$ cat config.mk
export PLATFORM = sky130hd
export DESIGN_NAME = audio_mixer_n
export DESIGN_NICKNAME = d
export VERILOG_FILES = /design/src/rtl/audio_mix_pkg.sv /design/src/rtl/audio_softmute_ramp.sv /design/src/rtl/audio_mixer_n.sv
export SDC_FILE = /design/constraint.sdc
export NUM_CORES = 2
export LEC_CHECK = 0
export BUFFER_PORTS_ARGS = -buffer_cell sky130_fd_sc_hd__buf_2
export CAP_MARGIN = 20
export CORE_AREA = 5 5 263 265
export CTS_CLUSTER_DIAMETER = 50
export CTS_CLUSTER_SIZE = 25
export DETAILED_ROUTE_END_ITERATION = 10
export DIE_AREA = 0 0 268 270
export GPL_TIMING_DRIVEN = 0
export PLACE_DENSITY = 0.81
export SLEW_MARGIN = 10
export SYNTH_ARGS = -nofsm -noshare
export SYNTH_HDL_FRONTEND = slang
export SYNTH_SLANG_ARGS = --single-unit
$ cat constraint.sdc
create_clock -name clk -period 9.5 [get_ports clk]
set_input_delay 0.475 -clock clk [delete_from_list [all_inputs] [get_ports clk]]
set_output_delay 0.475 -clock clk [all_outputs]
set_load 0.05 [all_outputs]
$ cat src/rtl/audio_mix_pkg.sv
// Shared types and helpers for the N-channel stereo mixer.
//   mix_state_t : mixer sequencing states
//   calc_accw   : accumulator width for a given input width / channel count
//   sat_s       : clamp a wide signed value into a signed field of 'width' bits
package audio_mix_pkg;

  typedef enum logic [1:0] {StIdle, StMac, StSat, StOut} mix_state_t;

  // Width used for saturation arithmetic; wide enough for any legal accumulator.
  localparam int unsigned SatW = 64;

  // A product is < 4x full scale (Q2 gain) -> IW+2, summing NCH adds clog2(NCH), plus one guard bit.
  function automatic int unsigned calc_accw(input int unsigned iw, input int unsigned nch);
    return iw + 2 + $clog2(nch) + 1;
  endfunction

  function automatic logic signed [SatW-1:0] sat_s(input logic signed [SatW-1:0] value,
                                                   input int unsigned width);
    logic signed [SatW-1:0] hi;
    logic signed [SatW-1:0] lo;
    hi = (64'sd1 <<< (width - 1)) - 64'sd1;
    lo = -(64'sd1 <<< (width - 1));
    if (value > hi) begin
      return hi;
    end else if (value < lo) begin
      return lo;
    end
    return value;
  endfunction

endpackage

$ cat src/rtl/audio_softmute_ramp.sv
// Click-free soft-mute: a ramp counter that steps once per output sample toward
// 0 (mute) or full scale 2**RAMP_W (unmuted), and scales both channels by it.
//   clk, reset_n : clock, async active-low reset (ramp starts at 0 -> fade-in)
//   mute         : target select, 1 = fade to silence
//   step         : advance the ramp by one toward its target
//   in_l, in_r   : signed samples to scale
//   out_l, out_r : (in * ramp) >>> RAMP_W, combinational
module audio_softmute_ramp #(
  parameter int unsigned OW     = 16,
  parameter int unsigned RAMP_W = 8
) (
  input  logic                 clk,
  input  logic                 reset_n,
  input  logic                 mute,
  input  logic                 step,
  input  logic signed [OW-1:0] in_l,
  input  logic signed [OW-1:0] in_r,
  output logic signed [OW-1:0] out_l,
  output logic signed [OW-1:0] out_r
);

  localparam int unsigned PW = OW + RAMP_W + 2;
  localparam logic [RAMP_W:0] RampFull = {1'b1, {RAMP_W{1'b0}}};

  logic [RAMP_W:0] ramp_q, ramp_d;

  always_comb begin
    ramp_d = ramp_q;
    if (step) begin
      if (mute) begin
        if (ramp_q != '0) ramp_d = ramp_q - 1'b1;
      end else begin
        if (ramp_q != RampFull) ramp_d = ramp_q + 1'b1;
      end
    end
  end

  always_ff @(posedge clk or negedge reset_n) begin
    if (!reset_n) begin
      ramp_q <= '0;
    end else begin
      ramp_q <= ramp_d;
    end
  end

  // Ramp is zero-extended so it multiplies as a non-negative signed value;
  // at full scale the shift exactly undoes the multiply.
  logic signed [PW-1:0] ramp_s, ext_l, ext_r, prod_l, prod_r;

  always_comb begin
    ramp_s = {{(PW - RAMP_W - 1){1'b0}}, ramp_q};
    ext_l  = PW'(in_l);
    ext_r  = PW'(in_r);
    prod_l = ext_l * ramp_s;
    prod_r = ext_r * ramp_s;
    out_l  = OW'(prod_l >>> RAMP_W);
    out_r  = OW'(prod_r >>> RAMP_W);
  end

endmodule

$ cat src/rtl/audio_mixer_n.sv
// N-channel stereo mixer with per-channel gain, saturation and soft mute.
//   clk, reset_n        : clock, async active-low reset
//   ch_valid[NCH]       : per-channel sample strobe, latches ch_in_l/r into the hold regs
//   ch_in_l/ch_in_r     : packed signed samples, channel k at [k*IW +: IW]
//   ch_gain             : packed unsigned Q2.(GW-2) gains, channel k at [k*GW +: GW]
//   ch_en[NCH]          : channel enable
//   mute                : soft-mute target
//   out_tick            : output-rate strobe; starts a mix when idle
//   out_l/out_r         : mixed output, held between updates
//   out_valid, clip     : 1-cycle pulses on output update (clip if either side saturated)
//   overrun             : 1-cycle pulse (registered) when out_tick arrives while busy
module audio_mixer_n
  import audio_mix_pkg::*;
#(
  parameter int unsigned NCH    = 4,
  parameter int unsigned IW     = 16,
  parameter int unsigned OW     = 16,
  parameter int unsigned GW     = 8,
  parameter int unsigned RAMP_W = 8
) (
  input  logic              clk,
  input  logic              reset_n,
  input  logic [NCH-1:0]    ch_valid,
  input  logic [NCH*IW-1:0] ch_in_l,
  input  logic [NCH*IW-1:0] ch_in_r,
  input  logic [NCH*GW-1:0] ch_gain,
  input  logic [NCH-1:0]    ch_en,
  input  logic              mute,
  input  logic              out_tick,
  output logic [OW-1:0]     out_l,
  output logic [OW-1:0]     out_r,
  output logic              out_valid,
  output logic              clip,
  output logic              overrun
);

  localparam int unsigned ACCW = calc_accw(IW, NCH);
  localparam int unsigned IDXW = (NCH > 1) ? $clog2(NCH) : 1;
  localparam int unsigned MW   = ACCW + GW;

  mix_state_t state_q, state_d;

  logic signed [IW-1:0]   hold_l_q [NCH];
  logic signed [IW-1:0]   hold_r_q [NCH];
  logic signed [IW-1:0]   snap_l_q [NCH];
  logic signed [IW-1:0]   snap_r_q [NCH];
  logic [IDXW-1:0]        idx_q;
  logic signed [ACCW-1:0] acc_l_q, acc_r_q;
  logic signed [OW-1:0]   sat_l_q, sat_r_q;
  logic                   clip_q;
  logic                   snap_load;

  assign snap_load = (state_q == StIdle) && out_tick;

  // Hold regs follow the strobes at all times; the snapshot is only taken at the
  // start of a mix, with a same-cycle strobe bypassing the hold reg.
  always_ff @(posedge clk or negedge reset_n) begin
    if (!reset_n) begin
      for (int k = 0; k < NCH; k++) begin
        hold_l_q[k] <= '0;
        hold_r_q[k] <= '0;
        snap_l_q[k] <= '0;
        snap_r_q[k] <= '0;
      end
    end else begin
      for (int k = 0; k < NCH; k++) begin
        if (ch_valid[k]) begin
          hold_l_q[k] <= ch_in_l[k*IW +: IW];
          hold_r_q[k] <= ch_in_r[k*IW +: IW];
        end
        if (snap_load) begin
          snap_l_q[k] <= ch_valid[k] ? ch_in_l[k*IW +: IW] : hold_l_q[k];
          snap_r_q[k] <= ch_valid[k] ? ch_in_r[k*IW +: IW] : hold_r_q[k];
        end
      end
    end
  end

  // Shared per-side multiplier: (sample * gain) >>> (GW-2), sign-extended to ACCW.
  function automatic logic signed [ACCW-1:0] scale(input logic signed [IW-1:0] s,
                                                   input logic [GW-1:0] g);
    logic signed [MW-1:0] se, ge, p;
    se = MW'(s);
    ge = {{(MW - GW){1'b0}}, g};
    p  = se * ge;
    return ACCW'(p >>> (GW - 2));
  endfunction

  logic [GW-1:0]          cur_gain;
  logic signed [ACCW-1:0] term_l, term_r;

  always_comb begin
    cur_gain = ch_gain[idx_q*GW +: GW];
    term_l   = '0;
    term_r   = '0;
    if (ch_en[idx_q]) begin
      term_l = scale(snap_l_q[idx_q], cur_gain);
      term_r = scale(snap_r_q[idx_q], cur_gain);
    end
  end

  logic signed [SatW-1:0] acc_l_w, acc_r_w, sat_l_w, sat_r_w;

  always_comb begin
    acc_l_w = SatW'(acc_l_q);
    acc_r_w = SatW'(acc_r_q);
    sat_l_w = sat_s(acc_l_w, OW);
    sat_r_w = sat_s(acc_r_w, OW);
  end

  always_comb begin
    state_d = state_q;
    unique case (state_q)
      StIdle:  if (out_tick) state_d = StMac;
      StMac:   if (idx_q == IDXW'(NCH - 1)) state_d = StSat;
      StSat:   state_d = StOut;
      StOut:   state_d = StIdle;
      default: state_d = StIdle;
    endcase
  end

  logic signed [OW-1:0] ramped_l, ramped_r;

  audio_softmute_ramp #(
    .OW     (OW),
    .RAMP_W (RAMP_W)
  ) u_ramp (
    .clk     (clk),
    .reset_n (reset_n),
    .mute    (mute),
    .step    (state_q == StOut),
    .in_l    (sat_l_q),
    .in_r    (sat_r_q),
    .out_l   (ramped_l),
    .out_r   (ramped_r)
  );

  always_ff @(posedge clk or negedge reset_n) begin
    if (!reset_n) begin
      state_q   <= StIdle;
      idx_q     <= '0;
      acc_l_q   <= '0;
      acc_r_q   <= '0;
      sat_l_q   <= '0;
      sat_r_q   <= '0;
      clip_q    <= 1'b0;
      out_l     <= '0;
      out_r     <= '0;
      out_valid <= 1'b0;
      clip      <= 1'b0;
      overrun   <= 1'b0;
    end else begin
      state_q   <= state_d;
      out_valid <= 1'b0;
      clip      <= 1'b0;
      overrun   <= out_tick && (state_q != StIdle);
      case (state_q)
        StIdle: begin
          if (out_tick) begin
            idx_q   <= '0;
            acc_l_q <= '0;
            acc_r_q <= '0;
          end
        end
        StMac: begin
          acc_l_q <= acc_l_q + term_l;
          acc_r_q <= acc_r_q + term_r;
          idx_q   <= idx_q + 1'b1;
        end
        StSat: begin
          sat_l_q <= OW'(sat_l_w);
          sat_r_q <= OW'(sat_r_w);
          clip_q  <= (sat_l_w != acc_l_w) || (sat_r_w != acc_r_w);
        end
        StOut: begin
          out_l     <= ramped_l;
          out_r     <= ramped_r;
          out_valid <= 1'b1;
          clip      <= clip_q;
        end
        default: ;
      endcase
    end
  end

endmodule
Word-level counts from Yosys, hierarchy flattened. Cells that the tools add are included.

Word-level logic and storage cells: 108. Bits of input ports: 172. Output and inout port bits: 35. Bits in registers: 379.

Equal/unequal tests: 10. Add/sub/neg operators: 5. Reduce and logical (&&, ||, !) cells: 11. $mul: 4. Bitwise operators: 1. Magnitude comparators: 6. Muxes and demuxes: 41. Shift-type cells: 1.

Operators by type and width (number): $mux W64 (6); $mux W16 (12); $ne A64 B21 Y1 (2); $pmux W21 S2 (2); $bmux W16 S2 (2); $mux W21 (3); $mul A16 B9 Y25 (2); $mul A16 B10 Y24 (2); $add A21 B21 Y21 (2); $gt A21 B16 Y1 const B (2); $lt A21 B16 Y1 const B (2); $shiftx A32 B6 Y8 (1); $mux W9 (3); $add A9 B1 Y9 const B (1); $ne A9 B9 Y1 const B (1); $reduce_bool A9 Y1 (1); $sub A9 B1 Y9 const B (1); $pmux W2 S4 (1); $mux W1 (7); $eq A2 B2 Y1 const B (3); $mux W2 (3); $reduce_bool A2 Y1 (3); $ne A2 B2 Y1 const B (2); $pmux W2 S2 (1); 12 further kinds (14).

Depth between registers and ports, before layout.
Word-level depth: 8. Gate-level depth with buffers: 38. Mapped depth without buffers: 34.

Cells and area by module. A second synthesis with hierarchy kept.

Cells, all modules: 3472. Area, all modules: 35635.4 um2.

Modules (own cells, without submodules): audio_mixer_n (area each 25544.5 um2, cells each 2315, instances 1, seq. area each 9258.9 um2); audio_softmute_ramp (area each 10090.9 um2, cells each 1157, instances 1, seq. area each 225.2 um2).

Worst setup path after synthesis. Ideal clock, no wire load.

Kind: register to register. From: reg idx_q[1]. To: reg acc_r_q[20]. Buffers on the path: 5. Stages on the path, launching flop included: 34. Library setup time: 0.128 ns. Path slack: 1.240 ns. Data required time: 9.372 ns. Arrival: 8.132 ns. Clock period less this slack: 8.260 ns. Path through: dfrtp_1 clkbuf_1 buf_1 clkbuf_1 mux4_2 clkbuf_1 buf_1 nand2_1 fa_1 inv_1 fa_1 fa_1 inv_1 fa_1 inv_1 ha_1 and3_1 a211o_1 and3_1 o21a_1 nor2_1 xor2_1 nor2_1 ha_1 a21o_1 a31o_2 a41o_1 o41ai_1 o21ai_0 o31ai_1 a21oi_1 xnor2_1 a21oi_1 o22ai_1.

Word-level cells in the longest chain between the ends: 8. Elaborated cells on any way between the ends: 11. Those cells by class: 1 x add/sub; 1 x mul; 1 x shift; 7 x mux; 1 x bitwise.

Ends and longest elaborated chain: start: declaration (RTL line audio_mixer_n.sv:47) `logic [IDXW-1:0] idx_q;`; start signal: assignment (RTL line audio_mixer_n.sv:168) `idx_q <= idx_q + 1'b1;`; parallel branches: the longest is 5 deep, another holds $mul A16 B9 Y25; $mux W21 * (RTL line audio_mixer_n.sv:96) `if (ch_en[idx_q]) begin`; $add A21 B21 Y21 * (RTL line audio_mixer_n.sv:167) `acc_r_q <= acc_r_q + term_r;`; $pmux W21 S2 * (RTL line audio_mixer_n.sv:157) `case (state_q)`; end signal: assignment (RTL line audio_mixer_n.sv:167); end: declaration (RTL line audio_mixer_n.sv:48) `logic signed [ACCW-1:0] acc_l_q, acc_r_q;`.

Every way passes the cells marked *. The select of a mux whose other input is x is not followed. A chain may end at the register's enable or synchronous reset.

Worst setup path after layout.
From: reg idx_q[1]. To: reg acc_l_q[19].

Word-level cells in the longest chain between the ends: 8. Elaborated cells on any way between the ends: 11. Those cells by class: 1 x add/sub; 1 x mul; 1 x shift; 7 x mux; 1 x bitwise.

Ends and longest elaborated chain: parallel branches: the longest is 5 deep, another holds $mul A16 B9 Y25; $mux W21 * (RTL line audio_mixer_n.sv:96); $add A21 B21 Y21 * (RTL line audio_mixer_n.sv:166) `acc_l_q <= acc_l_q + term_l;`; $pmux W21 S2 * (RTL line audio_mixer_n.sv:157); end signal: assignment (RTL line audio_mixer_n.sv:166); end: declaration (RTL line audio_mixer_n.sv:48).

Marked as above.

==> flow_metrics.tcl <==
set metrics [dict create \
    io_buffers 202 \
    ys_top_cells_by_area "dfrtp_1 27%, fa_1 24%, mux2_2 9.3%, ha_1 8.6%, inv_1 6.2%" \
    grt_util_all_layers_pct 24.33 \
    synthToLayoutAreaGrowth_pct 10.88 \
    critPathMaxFanout 10 \
    min_period_over_period_pct 94.59 \
    drc 0 \
    worst_clock_skew_ns 0.03403 \
    min_path_type "primary input to register" \
    cts.sinks 379 \
    insertion_delay_ns 0.61 \
    die_h_um 270 \
    grt_max_degree 98 \
    avgSynthCellArea_sq_um 10.33 \
    grt_pass1_vias 27170 \
    syn_nets 4272 \
    fmax_ghz 0.1113 \
    clk_pin_slew_worst_paths_ns 0.09 \
    ys_seq_area_share_pct 26.80 \
    dp_cells 4505 \
    synth_cell_type_count 63 \
    wl_per_cell_um 18.99 \
    ys_warn_count 0 \
    core_region_area_sq_um 66560 \
    layout-drive-gt1-share_pct 17.38 \
    synth_seq_cells 379 \
    period_needed_ns 8.986 \
    io_pins 207 \
    hold_viol_final 0 \
    die_width_um 268 \
    synth.most_common_cell "inv_1" \
    hold_ws_ns 0.1026 \
    cts_buffer_depth 3 \
    overflow 0 \
    htreeDepth 2 \
    yosysTopAreaCell "dfrtp_1" \
    crit_top_cell "fa_1" \
    cp.required_ns 9.96 \
    critPathTopFamily "adder cells" \
    status "completed" \
    cts_buffers 43 \
    crit_path_end_kind "register" \
    nets 4528 \
    syn_inst 3425 \
    cap_violations 0 \
    die_area_sq_um 72360 \
    synthTopCellsByCount "587 x inv_1, 433 x fa_1, 379 x dfrtp_1" \
    cp.arrival_ns 9.44 \
    reg2reg_slack_ns 0.51 \
    final.fill_count 5362 \
    setup_violations 0 \
    drt-total-wl_um 87170 \
    fin_cells 4591 \
    cts-root-buf "clkbuf_16" \
    critical_path_class "register to register" \
    netlist_area_sq_um 35390 \
    fp-row-count 95 \
    critical_path_buf_inv_count 5 \
    maxSlewHeadroom_pct 36.10 \
    synth_edf_count 0 \
    initial_core_util_pct 53.17 \
    startpoint_type "register" \
    yosysTopAreaCellShare_pct 26.80 \
    cts_tree "yes" \
    synthFlopType "dfrtp_1" \
    ys_async_sr_fraction_pct 100.0 \
    slowest_stage "clkbuf_2" \
    worst_pin_slew_ns 0.9585 \
    critPathMaxStageDelay_ns 0.51 \
    antenna_found_initial 6 \
    dp_hpwl_um 68520 \
    gp_congestion 0.9150 \
    grt_pass1_wl_um 140800 \
    maxSlewViolCount 0 \
    dr.pass1.iters 6 \
    viasPerCell 5.500 \
    drt_iter0_markers 1552 \
    grt_setup_unrepaired "false" \
    vias 25250 \
    postRouteAntennaNets 0 \
]
-- cell families after synthesis --
family                     Yosys count  share of synthesized area [%]
AOI/OAI and AO/OA                  328                          5.826
and+or+nand+nor                    846                          11.65
buffers and inverters              739                          7.858
xor gates and xnor gates           122                          3.019
muxes                              336                          11.80
adders and majority gates          675                          33.05
DFF                                379                          26.80
-- layer usage --
metal  GRT usage, %  vias to the layer above  wire [um]
met5              0                        -         34
met4          10.03                        8       4611
met3          5.193                      298       6292
met2          42.20                      968      43160
met1          29.50                    12600      33080
li1               -                    11370          -
-- flip-flops by register name, summed over array words and instances, names as in the netlist, 2 cells and up --
| register | count |
|---|---|
| hold_l_q | 64 |
| hold_r_q | 64 |
| snap_l_q | 64 |
| snap_r_q | 64 |
| acc_l_q | 21 |
| acc_r_q | 21 |
| out_l | 16 |
| out_r | 16 |
| sat_l_q | 16 |
| sat_r_q | 16 |
| u_ramp.ramp_q | 9 |
| idx_q | 2 |
| state_q | 2 |
-- final cells by class --
class	instances	area, sq um	share of cell area [%]
diodes	2	5.005	0.01275
plain buffers	151	601.8	1.534
clock buffers	50	1154	2.940
clock inverters	30	377.9	0.9629
inverters	587	2203	5.615
multi-input cells	2307	23140	58.96
flip-flops and latches	379	9484	24.17
well taps	873	1092	2.783
repair buffers	212	1186	3.022
-- worst paths after layout --
kind	cells after the start	endpoint	from
min reg2reg	2	out_r[3]$_DFFE_PN0P_	out_r[3]$_DFFE_PN0P_
min	2	hold_r_q[6]$_DFF_PN0_	ch_in_r[54]
max reg2reg	34	acc_l_q[19]$_DFFE_PN0P_	idx_q[1]$_DFFE_PN0P_
min in group asynchronous	2	out_r[3]$_DFFE_PN0P_	reset_n
max in group asynchronous	5	hold_l_q[40]$_DFF_PN0_	reset_n
max	34	acc_l_q[19]$_DFFE_PN0P_	idx_q[1]$_DFFE_PN0P_
-- layout by cell type (no fill, tap or decap), types with 108 or more instances in the layout --
cell type	Yosys	final
inv_1	587	587
fa_1	433	433
dfrtp_1	379	379
nand2_1	315	315
mux2_2	291	291
ha_1	242	242
and2_1	232	232
buf_2	0	204
nor2_1	139	139
a21oi_1	118	118
clkbuf_1	115	108
-- worst register-to-register path: cells and delay by family (launching register included) --
| family | cells | cell delay [ns] |
|---|---|---|
| buffers and inverters | 5 | 1.20 |
| muxes | 1 | 0.41 |
| xor gates and xnor gates | 2 | 0.31 |
| AOI/OAI and AO/OA | 11 | 2.33 |
| DFF | 1 | 0.44 |
| and+or+nand+nor | 9 | 1.68 |
| adders and majority gates | 6 | 2.47 |
-- per-stage QoR --
stage	util [%]	area (sq um)	setup slack, ns	TNS, ns
6_report	58.96	39240	0.5141	0
5_1_grt	58.95	39240	0.007197	0
4_1_cts	58.89	39200	0.0009468	0
3_5_place_dp	56.54	37630	-0.7528	-4.258
3_3_place_gp	56.33	37500	-0.6081	-3.033
2_1_floorplan	-	35390	1.240	0
-- repair_timing --
action | in CTS | in global routing
hold endpoints to repair | 42 | 0
resized for setup | 12 | 27
gates cloned | 0 | 0
setup buffers | 0 | 3
hold buffers | 1 | 0
endpoints found under the setup margin | 12 | 8
Power is left out: the tool's default activity adds up to more than one toggle a clock period on the data nets, which glitch-free logic cannot reach.
